**src/rtl/unified_mem_arbiter_if.sv**
```systemverilog
// Signal bundle between the IF/MEM pipeline stages, the unified memory arbiter
// and the backing single-port memory.
interface unified_mem_arbiter_if #(
  parameter int ADDR_W = 32,
  parameter int DATA_W = 32
);
  // Handshake: a requester raises x_req and holds it, with stable address and
  // data, until x_ready pulses for one cycle; x_rdata is valid from that cycle
  // on. A req still high during its own ready cycle is the finished request.
  logic              if_req;
  logic [ADDR_W-1:0] if_addr;
  logic [DATA_W-1:0] if_rdata;
  logic              if_ready;
  logic              if_stall;

  logic              dm_req;
  logic              dm_we;
  logic [ADDR_W-1:0] dm_addr;
  logic [DATA_W-1:0] dm_wdata;
  logic [DATA_W-1:0] dm_rdata;
  logic              dm_ready;
  logic              dm_stall;

  logic              mem_en;
  logic              mem_we;
  logic [ADDR_W-1:0] mem_addr;
  logic [DATA_W-1:0] mem_wdata;
  logic [DATA_W-1:0] mem_rdata;
  logic              busy;

  modport slave (
    input  if_req, if_addr, dm_req, dm_we, dm_addr, dm_wdata, mem_rdata,
    output if_rdata, if_ready, if_stall, dm_rdata, dm_ready, dm_stall,
           mem_en, mem_we, mem_addr, mem_wdata, busy
  );

  modport master (
    output if_req, if_addr, dm_req, dm_we, dm_addr, dm_wdata, mem_rdata,
    input  if_rdata, if_ready, if_stall, dm_rdata, dm_ready, dm_stall,
           mem_en, mem_we, mem_addr, mem_wdata, busy
  );
endinterface

```
**src/rtl/unified_mem_arbiter.sv**
```systemverilog
// Shares one fixed-latency unified memory between instruction fetch and the
// MEM stage; DM wins ties, and a just-completed port yields for one cycle.
module unified_mem_arbiter #(
  parameter int LATENCY = 2,
  parameter int ADDR_W  = 32,
  parameter int DATA_W  = 32
) (
  input  logic                     clk,
  input  logic                     rst,
  unified_mem_arbiter_if.slave     bus,
  output logic [1:0]               dbg_state
);
  localparam int CNT_W = $clog2(LATENCY) + 1;
  localparam logic [CNT_W-1:0] CNT_INIT = CNT_W'(LATENCY - 1);

  typedef enum logic [1:0] {
    IDLE    = 2'd0,
    BUSY_IF = 2'd1,
    BUSY_DM = 2'd2
  } state_t;

  state_t            state, state_next;
  logic [CNT_W-1:0]  cnt;
  logic [ADDR_W-1:0] lat_addr;
  logic [DATA_W-1:0] lat_wdata;
  logic              lat_we;
  logic [DATA_W-1:0] if_rdata_r, dm_rdata_r;
  logic              if_ready_r, dm_ready_r;

  logic if_elig, dm_elig;
  logic grant_if, grant_dm, done;

  // The request seen during its own ready cycle is the one just served.
  assign if_elig = bus.if_req & ~if_ready_r;
  assign dm_elig = bus.dm_req & ~dm_ready_r;

  always_ff @(posedge clk) begin
    if (rst) state <= IDLE;
    else     state <= state_next;
  end

  always_comb begin
    state_next = state;
    grant_if   = 1'b0;
    grant_dm   = 1'b0;
    done       = 1'b0;
    case (state)
      IDLE: begin
        if (dm_elig) begin
          state_next = BUSY_DM;
          grant_dm   = 1'b1;
        end else if (if_elig) begin
          state_next = BUSY_IF;
          grant_if   = 1'b1;
        end
      end
      BUSY_IF, BUSY_DM: begin
        if (cnt == '0) begin
          state_next = IDLE;
          done       = 1'b1;
        end
      end
      default: state_next = IDLE;
    endcase
  end

  always_ff @(posedge clk) begin
    if (rst) begin
      cnt        <= '0;
      lat_addr   <= '0;
      lat_wdata  <= '0;
      lat_we     <= 1'b0;
      if_rdata_r <= '0;
      dm_rdata_r <= '0;
      if_ready_r <= 1'b0;
      dm_ready_r <= 1'b0;
    end else begin
      if_ready_r <= done && (state == BUSY_IF);
      dm_ready_r <= done && (state == BUSY_DM);
      if (grant_dm) begin
        lat_addr  <= bus.dm_addr;
        lat_wdata <= bus.dm_wdata;
        lat_we    <= bus.dm_we;
        cnt       <= CNT_INIT;
      end else if (grant_if) begin
        lat_addr  <= bus.if_addr;
        lat_we    <= 1'b0;
        cnt       <= CNT_INIT;
      end else if ((state != IDLE) && (cnt != '0)) begin
        cnt <= cnt - 1'b1;
      end
      if (done && (state == BUSY_IF))
        if_rdata_r <= bus.mem_rdata;
      // A store leaves the previous load data in place.
      if (done && (state == BUSY_DM) && !lat_we)
        dm_rdata_r <= bus.mem_rdata;
    end
  end

  assign bus.mem_en    = (state != IDLE);
  assign bus.mem_we    = (state == BUSY_DM) && lat_we && (cnt == '0);
  assign bus.mem_addr  = lat_addr;
  assign bus.mem_wdata = lat_wdata;
  assign bus.busy      = (state != IDLE);

  assign bus.if_rdata  = if_rdata_r;
  assign bus.dm_rdata  = dm_rdata_r;
  assign bus.if_ready  = if_ready_r;
  assign bus.dm_ready  = dm_ready_r;
  assign bus.if_stall  = bus.if_req & ~if_ready_r;
  assign bus.dm_stall  = bus.dm_req & ~dm_ready_r;

  assign dbg_state = state;
endmodule

```
**src/flat_wrapper.sv**
```systemverilog
// flat-port wrapper written by rule: the top's interface ports become plain ports
module unified_mem_arbiter_flat 
#(
  parameter int LATENCY = 2,
  parameter int ADDR_W  = 32,
  parameter int DATA_W  = 32
)
  (clk, rst, dbg_state, bus_if_req, bus_if_addr, bus_dm_req, bus_dm_we, bus_dm_addr, bus_dm_wdata, bus_mem_rdata, bus_if_rdata, bus_if_ready, bus_if_stall, bus_dm_rdata, bus_dm_ready, bus_dm_stall, bus_mem_en, bus_mem_we, bus_mem_addr, bus_mem_wdata, bus_busy);
  unified_mem_arbiter_if #(.ADDR_W(ADDR_W), .DATA_W(DATA_W)) bus_i ();
  input  logic clk;
  input  logic rst;
  output logic [1:0] dbg_state;
  input wire logic [$bits(bus_i.if_req)-1:0] bus_if_req;
  input wire logic [$bits(bus_i.if_addr)-1:0] bus_if_addr;
  input wire logic [$bits(bus_i.dm_req)-1:0] bus_dm_req;
  input wire logic [$bits(bus_i.dm_we)-1:0] bus_dm_we;
  input wire logic [$bits(bus_i.dm_addr)-1:0] bus_dm_addr;
  input wire logic [$bits(bus_i.dm_wdata)-1:0] bus_dm_wdata;
  input wire logic [$bits(bus_i.mem_rdata)-1:0] bus_mem_rdata;
  output wire logic [$bits(bus_i.if_rdata)-1:0] bus_if_rdata;
  output wire logic [$bits(bus_i.if_ready)-1:0] bus_if_ready;
  output wire logic [$bits(bus_i.if_stall)-1:0] bus_if_stall;
  output wire logic [$bits(bus_i.dm_rdata)-1:0] bus_dm_rdata;
  output wire logic [$bits(bus_i.dm_ready)-1:0] bus_dm_ready;
  output wire logic [$bits(bus_i.dm_stall)-1:0] bus_dm_stall;
  output wire logic [$bits(bus_i.mem_en)-1:0] bus_mem_en;
  output wire logic [$bits(bus_i.mem_we)-1:0] bus_mem_we;
  output wire logic [$bits(bus_i.mem_addr)-1:0] bus_mem_addr;
  output wire logic [$bits(bus_i.mem_wdata)-1:0] bus_mem_wdata;
  output wire logic [$bits(bus_i.busy)-1:0] bus_busy;
  assign bus_i.if_req = bus_if_req;
  assign bus_i.if_addr = bus_if_addr;
  assign bus_i.dm_req = bus_dm_req;
  assign bus_i.dm_we = bus_dm_we;
  assign bus_i.dm_addr = bus_dm_addr;
  assign bus_i.dm_wdata = bus_dm_wdata;
  assign bus_i.mem_rdata = bus_mem_rdata;
  assign bus_if_rdata = bus_i.if_rdata;
  assign bus_if_ready = bus_i.if_ready;
  assign bus_if_stall = bus_i.if_stall;
  assign bus_dm_rdata = bus_i.dm_rdata;
  assign bus_dm_ready = bus_i.dm_ready;
  assign bus_dm_stall = bus_i.dm_stall;
  assign bus_mem_en = bus_i.mem_en;
  assign bus_mem_we = bus_i.mem_we;
  assign bus_mem_addr = bus_i.mem_addr;
  assign bus_mem_wdata = bus_i.mem_wdata;
  assign bus_busy = bus_i.busy;
  unified_mem_arbiter #(.LATENCY(LATENCY), .ADDR_W(ADDR_W), .DATA_W(DATA_W)) u_core (.clk(clk), .rst(rst), .bus(bus_i), .dbg_state(dbg_state));
endmodule
```
**config.mk**
```make
export PLATFORM = sky130hd
export DESIGN_NAME = unified_mem_arbiter_flat
export DESIGN_NICKNAME = d
export VERILOG_FILES = /design/src/rtl/unified_mem_arbiter_if.sv /design/src/rtl/unified_mem_arbiter.sv /design/src/flat_wrapper.sv
export SDC_FILE = /design/constraint.sdc
export NUM_CORES = 1
export LEC_CHECK = 0
export CAP_MARGIN = 0
export CORE_MARGIN = 2
export CORE_UTILIZATION = 36
export CTS_CLUSTER_SIZE = 8
export DETAILED_ROUTE_END_ITERATION = 8
export GPL_ROUTABILITY_DRIVEN = 0
export PLACE_DENSITY = 0.77
export SLEW_MARGIN = 0
export SYNTH_ARGS = -nofsm -noshare
export SYNTH_HDL_FRONTEND = slang
export SYNTH_SLANG_ARGS = --single-unit
```
**constraint.sdc**
```tcl
create_clock -name clk -period 1.4 [get_ports clk]
set_input_delay 0.14 -clock clk [delete_from_list [all_inputs] [get_ports clk]]
set_output_delay 0.14 -clock clk [all_outputs]
set_load 0.05 [all_outputs]
```
# [After elaboration in Yosys (flattened, before gate mapping)]
# Cells that the tools add are included.
[totals] word_cells=53 out_inout_bits=137 register_bits=135
[classes] eq_ne=4 n_reduce_logical=16 bitwise=4 addsub=1 muxes=18
[op_table] operator="32-bit two-way mux" n=2
[op_table] operator="1-bit two-way mux" n=12
[op_table] operator="1-bit logical AND" n=6
[op_table] operator="2-bit two-way mux" n=3
[op_table] operator="2-bit nonzero test" n=3
[op_table] operator="2-bit zero test" n=2
[op_table] operator="2-bit case mux with 2 select lines" n=1
[op_table] operator="3-bit != test (second input constant)" n=1
[op_table] operator="3-bit nonzero test" n=1
[op_table] operator="3-bit OR reduction" n=1
[op_table] operator="1-bit AND" n=2
[op_table] operator="2-bit by 1-bit == test with 1-bit output (second input constant)" n=1
[op_table] operator="2-bit == test (second input constant)" n=1
[op_table] operator="2-bit by 1-bit != test with 1-bit output (second input constant)" n=1
[op_table] operator="1-bit NOT" n=2
[op_table] operator="2-bit AND reduction" n=1
[op_table] operator="2-bit OR reduction" n=1
[op_table] operator="2-bit by 1-bit subtractor with 2-bit output (second input constant)" n=1
[op_table] operator="1-bit zero test" n=1

# [Longest topological paths before layout]
[depth] depth_word=7 ltp_mapped=8 ltp_nobuf=5

# [Least setup slack after synthesis]
# No wires, ideal clock.
[synth_timing] path_type="reg-to-reg" start="register u_core.state[0], in the netlist u_core.dbg_state[0]" end="register u_core.lat_addr[0], in the netlist u_core.bus.mem_addr[0]" slack_ps=-646 path_buffers=2 required_ps=1304 stages_incl_launch_ff=8 setup_ps=96 t_arrival_ps=1951 cell_sequence="dfxtp_1 inv_1 ha_1 buf_6 inv_1 a21oi_4 buf_6 o311ai_1"
[synth_between] elab_chain_cells=3 elab_cells_between_ends=5 cone_classes="3 x mux; 2 x reduce/logical"
[synth_rtl] element="start, declared" line_no="unified_mem_arbiter.sv:22" text="state_t state, state_next;"
[synth_rtl] element="start signal, assigned" line_no="unified_mem_arbiter.sv:39" text="else state <= state_next;"
[synth_rtl] element="2-bit zero test *" line_no="unified_mem_arbiter.sv:47" text="case (state)"
[synth_rtl] element="1-bit two-way mux" line_no="unified_mem_arbiter.sv:47"
[synth_rtl] element="32-bit two-way mux or 2-bit nonzero test (tied branches)"
[synth_rtl] element="end signal, assigned" line_no="unified_mem_arbiter.sv:81" text="lat_addr <= bus.dm_addr;"
[synth_rtl] element="end signal, assigned" line_no="unified_mem_arbiter.sv:86" text="lat_addr <= bus.if_addr;"
[synth_rtl] element="end, declared" line_no="unified_mem_arbiter.sv:24" text="logic [ADDR_W-1:0] lat_addr;"
# Every way passes the cells marked *; elsewhere a longest branch is shown, timed or not.
# A chain may end at the register's enable or synchronous reset.

# [Final worst setup path]
[layout_timing] start="register u_core.state[1], in the netlist u_core.dbg_state[1]" end="output port bus_busy"
[layout_between] elab_chain_cells=1
[layout_rtl] element="2-bit nonzero test" line_no="unified_mem_arbiter.sv:104" text="assign bus.busy = (state != IDLE);"
[layout_rtl] element="end, declared" line_no="flat_wrapper.sv:30" text="output wire logic [$bits(bus_i.busy)-1:0] bus_busy;"
# No other way between the ends.

==> impl_metrics.tcl <==
set metrics [dict create \
    status "finished with violations" \
    violations "setup timing" \
    grt-ovfl-total 0 \
    die_h_um 126 \
    fillers 1127 \
    grt.total_usage_pct 22.1 \
    fin_crit_sh_pct 108 \
    dieArea_sq_um 15800 \
    start_util_pct 36.8 \
    clock_latency_ns 0.42 \
    first_iter_violations 291 \
    rsz0062_at_grt "yes" \
    ys_ff_latch 135 \
    syn_area_sq_um 5320 \
    clk_path_buf_depth 2 \
    cts_tree "yes" \
    final_common_cell "nand2_1" \
    synth.largest_area_cell "dfxtp_1" \
    worstPathArrival_ns 1.37 \
    routedLengthMet1_mm 7.93 \
    core_sq_um 14500 \
    timing.critical_path.from_type "flop" \
    intPower_mw 8.89 \
    cp-end-kind "primary output" \
    pwr-share-clk_pct 34.8 \
    syn_to_final_growth_pct 84.0 \
    cts_buffers 17 \
    p_per_area_nw_per_um2 1370 \
    synth_seq_area_share_pct 50.8 \
    synthDistinctLibCells 27 \
    setup_viol 68 \
    cp.required_ns 1.26 \
    cts.sinks 135 \
    tightest_slew_ns 0.446 \
    layoutNonFillerInstCount 1137 \
    viasPerCell 4.99 \
    netlist_top_cells_area "dfxtp_1 51%, nand2_1 16%, a21oi_1 9.2%" \
    cts_hold_buf 0 \
    clock_skew_ns 0.00836 \
    vdd_ir_drop_max_mv 0.872 \
    crit_type "reg2out" \
    wl_per_cell_um 17.7 \
    fmax_ghz 0.662 \
    clkTransAtPathRegs_ns 0.06 \
    power_frac_seq_pct 32.8 \
    die-width_um 126 \
    via_count 5671 \
    slew_headroom_pct 70.3 \
    wl_met3_mm 1.65 \
    antenna_cells 0 \
    hold_path.class "in2reg" \
    drtAntennaViolNets 0 \
    slew_viol_final 0 \
    h-tree-depth 4 \
    drtPass1Iterations 5 \
    grt_max_degree 76 \
    rows 44 \
    fin_crit_ns 1.51 \
    grt_pass1_vias 5284 \
    synth_area_per_cell_sq_um 8.19 \
    fin_nets 1078 \
    switchingPower_mw 4.49 \
    power_frac_comb_pct 32.4 \
    drv_cap 0 \
    antenna_found_initial 0 \
    p_leak_nw 4.07 \
    synth_top_area_share_pct 50.8 \
    switching_share_pct 33.5 \
    grt_pass1_wl_mm 27.7 \
    syn-num-nets 787 \
    ctsRootBufferMaster "clkbuf_16" \
    hold_violations 0 \
    io_pins 270 \
    final_layout_size_suffix_gt1_share_pct 38.7 \
    drc 0 \
    dp_hpwl_mm 11.5 \
    worstPathMaxFanout 3 \
    final_cell_mix "182 x nand2_1, 147 x buf_4, 131 x clkdlybuf4s50_1, 129 x dfxtp_1, 54 x a21oi_2" \
    layout_setup_ws_ns -0.110 \
    wl_mm 20.1 \
    netlist_instances 650 \
    dp_cells 1076 \
    wl_met2_mm 10.0 \
    p_total_mw 13.4 \
    port_buffers 269 \
    ys_warn_count 0 \
    highest_layer "met4" \
]
what timing repair did:
item	4_1_cts	5_1_grt
setup endpoints to repair	14	115
pin swaps	4	77
setup buffers	8	8
gates resized for setup	33	164
gates cloned	3	11
critical path, stage by stage, from the launching register on:
cell and delay [ns]:
dfxtp_4 0.36, inv_4 0.06, ha_4 0.16, clkinvlp_4 0.09, buf_6 0.13, buf_12 0.14
synth_stat cells:
cell type,number
o31ai_1,1
and3_1,1
a22o_1,1
and4bb_1,2
and4_1,1
nand3b_1,3
buf_6,15
nor3_1,2
ha_1,4
a21oi_1,98
buf_2,20
nand2b_1,3
nand3_1,34
nor2b_1,1
inv_1,40
dfxtp_1,135
nor2_1,6
o311ai_0,2
buf_4,11
nand2_1,227
a31oi_1,1
o311ai_2,7
clkbuf_1,8
a2111oi_2,1
a21oi_4,1
and3b_1,2
o311ai_1,23
worst paths after layout:
check                                         startpoint                       end  slack, ns  cells past startpoint
worst max-delay path                 u_core.dbg_state[1]                  bus_busy      -0.11                      5
worst min-delay path                                 rst   u_core.bus.dm_rdata[27]       0.27                      3
worst max register to register       u_core.dbg_state[1]   u_core.bus.mem_addr[11]      -0.09                      7
worst min register to register  u_core.bus.mem_wdata[31]  u_core.bus.mem_wdata[31]       0.45                      2
logic make-up after synthesis:
| family | after synthesis | synth area share (%) |
|---|---|---|
| and+or+nand+nor | 282 | 21.8 |
| AOI/OAI and AO/OA | 135 | 16.5 |
| DFF | 135 | 50.8 |
| buffers and inverters | 94 | 9.99 |
| adders and majority gates | 4 | 0.941 |
metal layers:
layer / up-vias / global-route usage, %
met2: 238 / 35.9
met1: 2668 / 26.8
met5: - / 0
met3: 31 / 7.92
met4: 0 / 8.82
li1: 2734 / -
power by group through the flow:
stage,registers [mW],clock network (mW),logic [mW]
floorplan,5.55,0,1.16
global placement,4.44,0,3.60
detailed placement,4.45,0,3.62
CTS,4.38,4.73,3.82
global route,4.42,4.93,4.55
finish,4.38,4.65,4.34
cell type report:
class,instances,area [sq um],area share (%)
multi-input cells,421,2730,27.9
repair buffers,326,3330,34.0
clock inverters,11,148,1.51
flip-flops and latches,135,2720,27.8
inverters,40,166,1.70
well taps,184,230,2.35
clock buffers,20,467,4.77
flip-flops by register name, summed over array words and instances (netlist names):
| signal | flops |
|---|---|
| u_core.bus.mem_wdata | 32 |
| u_core.cnt | 2 |
| u_core.lat_we | 1 |
| u_core.bus.if_ready | 1 |
| u_core.dbg_state | 2 |
| u_core.bus.dm_rdata | 32 |
| u_core.bus.if_rdata | 32 |
| u_core.bus.mem_addr | 32 |
| u_core.bus.dm_ready | 1 |
through the flow:
| step | hold WS (ns) | worst slack (ns) | area, sq um | utilization (%) | TNS [ns] |
|---|---|---|---|---|---|
| final | 0.265 | -0.110 | 9790 | 67.6 | -2.31 |
| after global routing | 0.267 | -0.169 | 9790 | 67.6 | -9.56 |
| after CTS | 0.212 | -0.129 | 8870 | 61.3 | -3.09 |
| after detailed placement | 0.447 | -0.148 | 8000 | 55.3 | -2.15 |
| after global placement | 0.442 | -0.123 | 8000 | 55.3 | -1.19 |
| after floorplan | 0.267 | -0.244 | 5380 | - | -7.74 |
(Power assumes the default switching activity.)
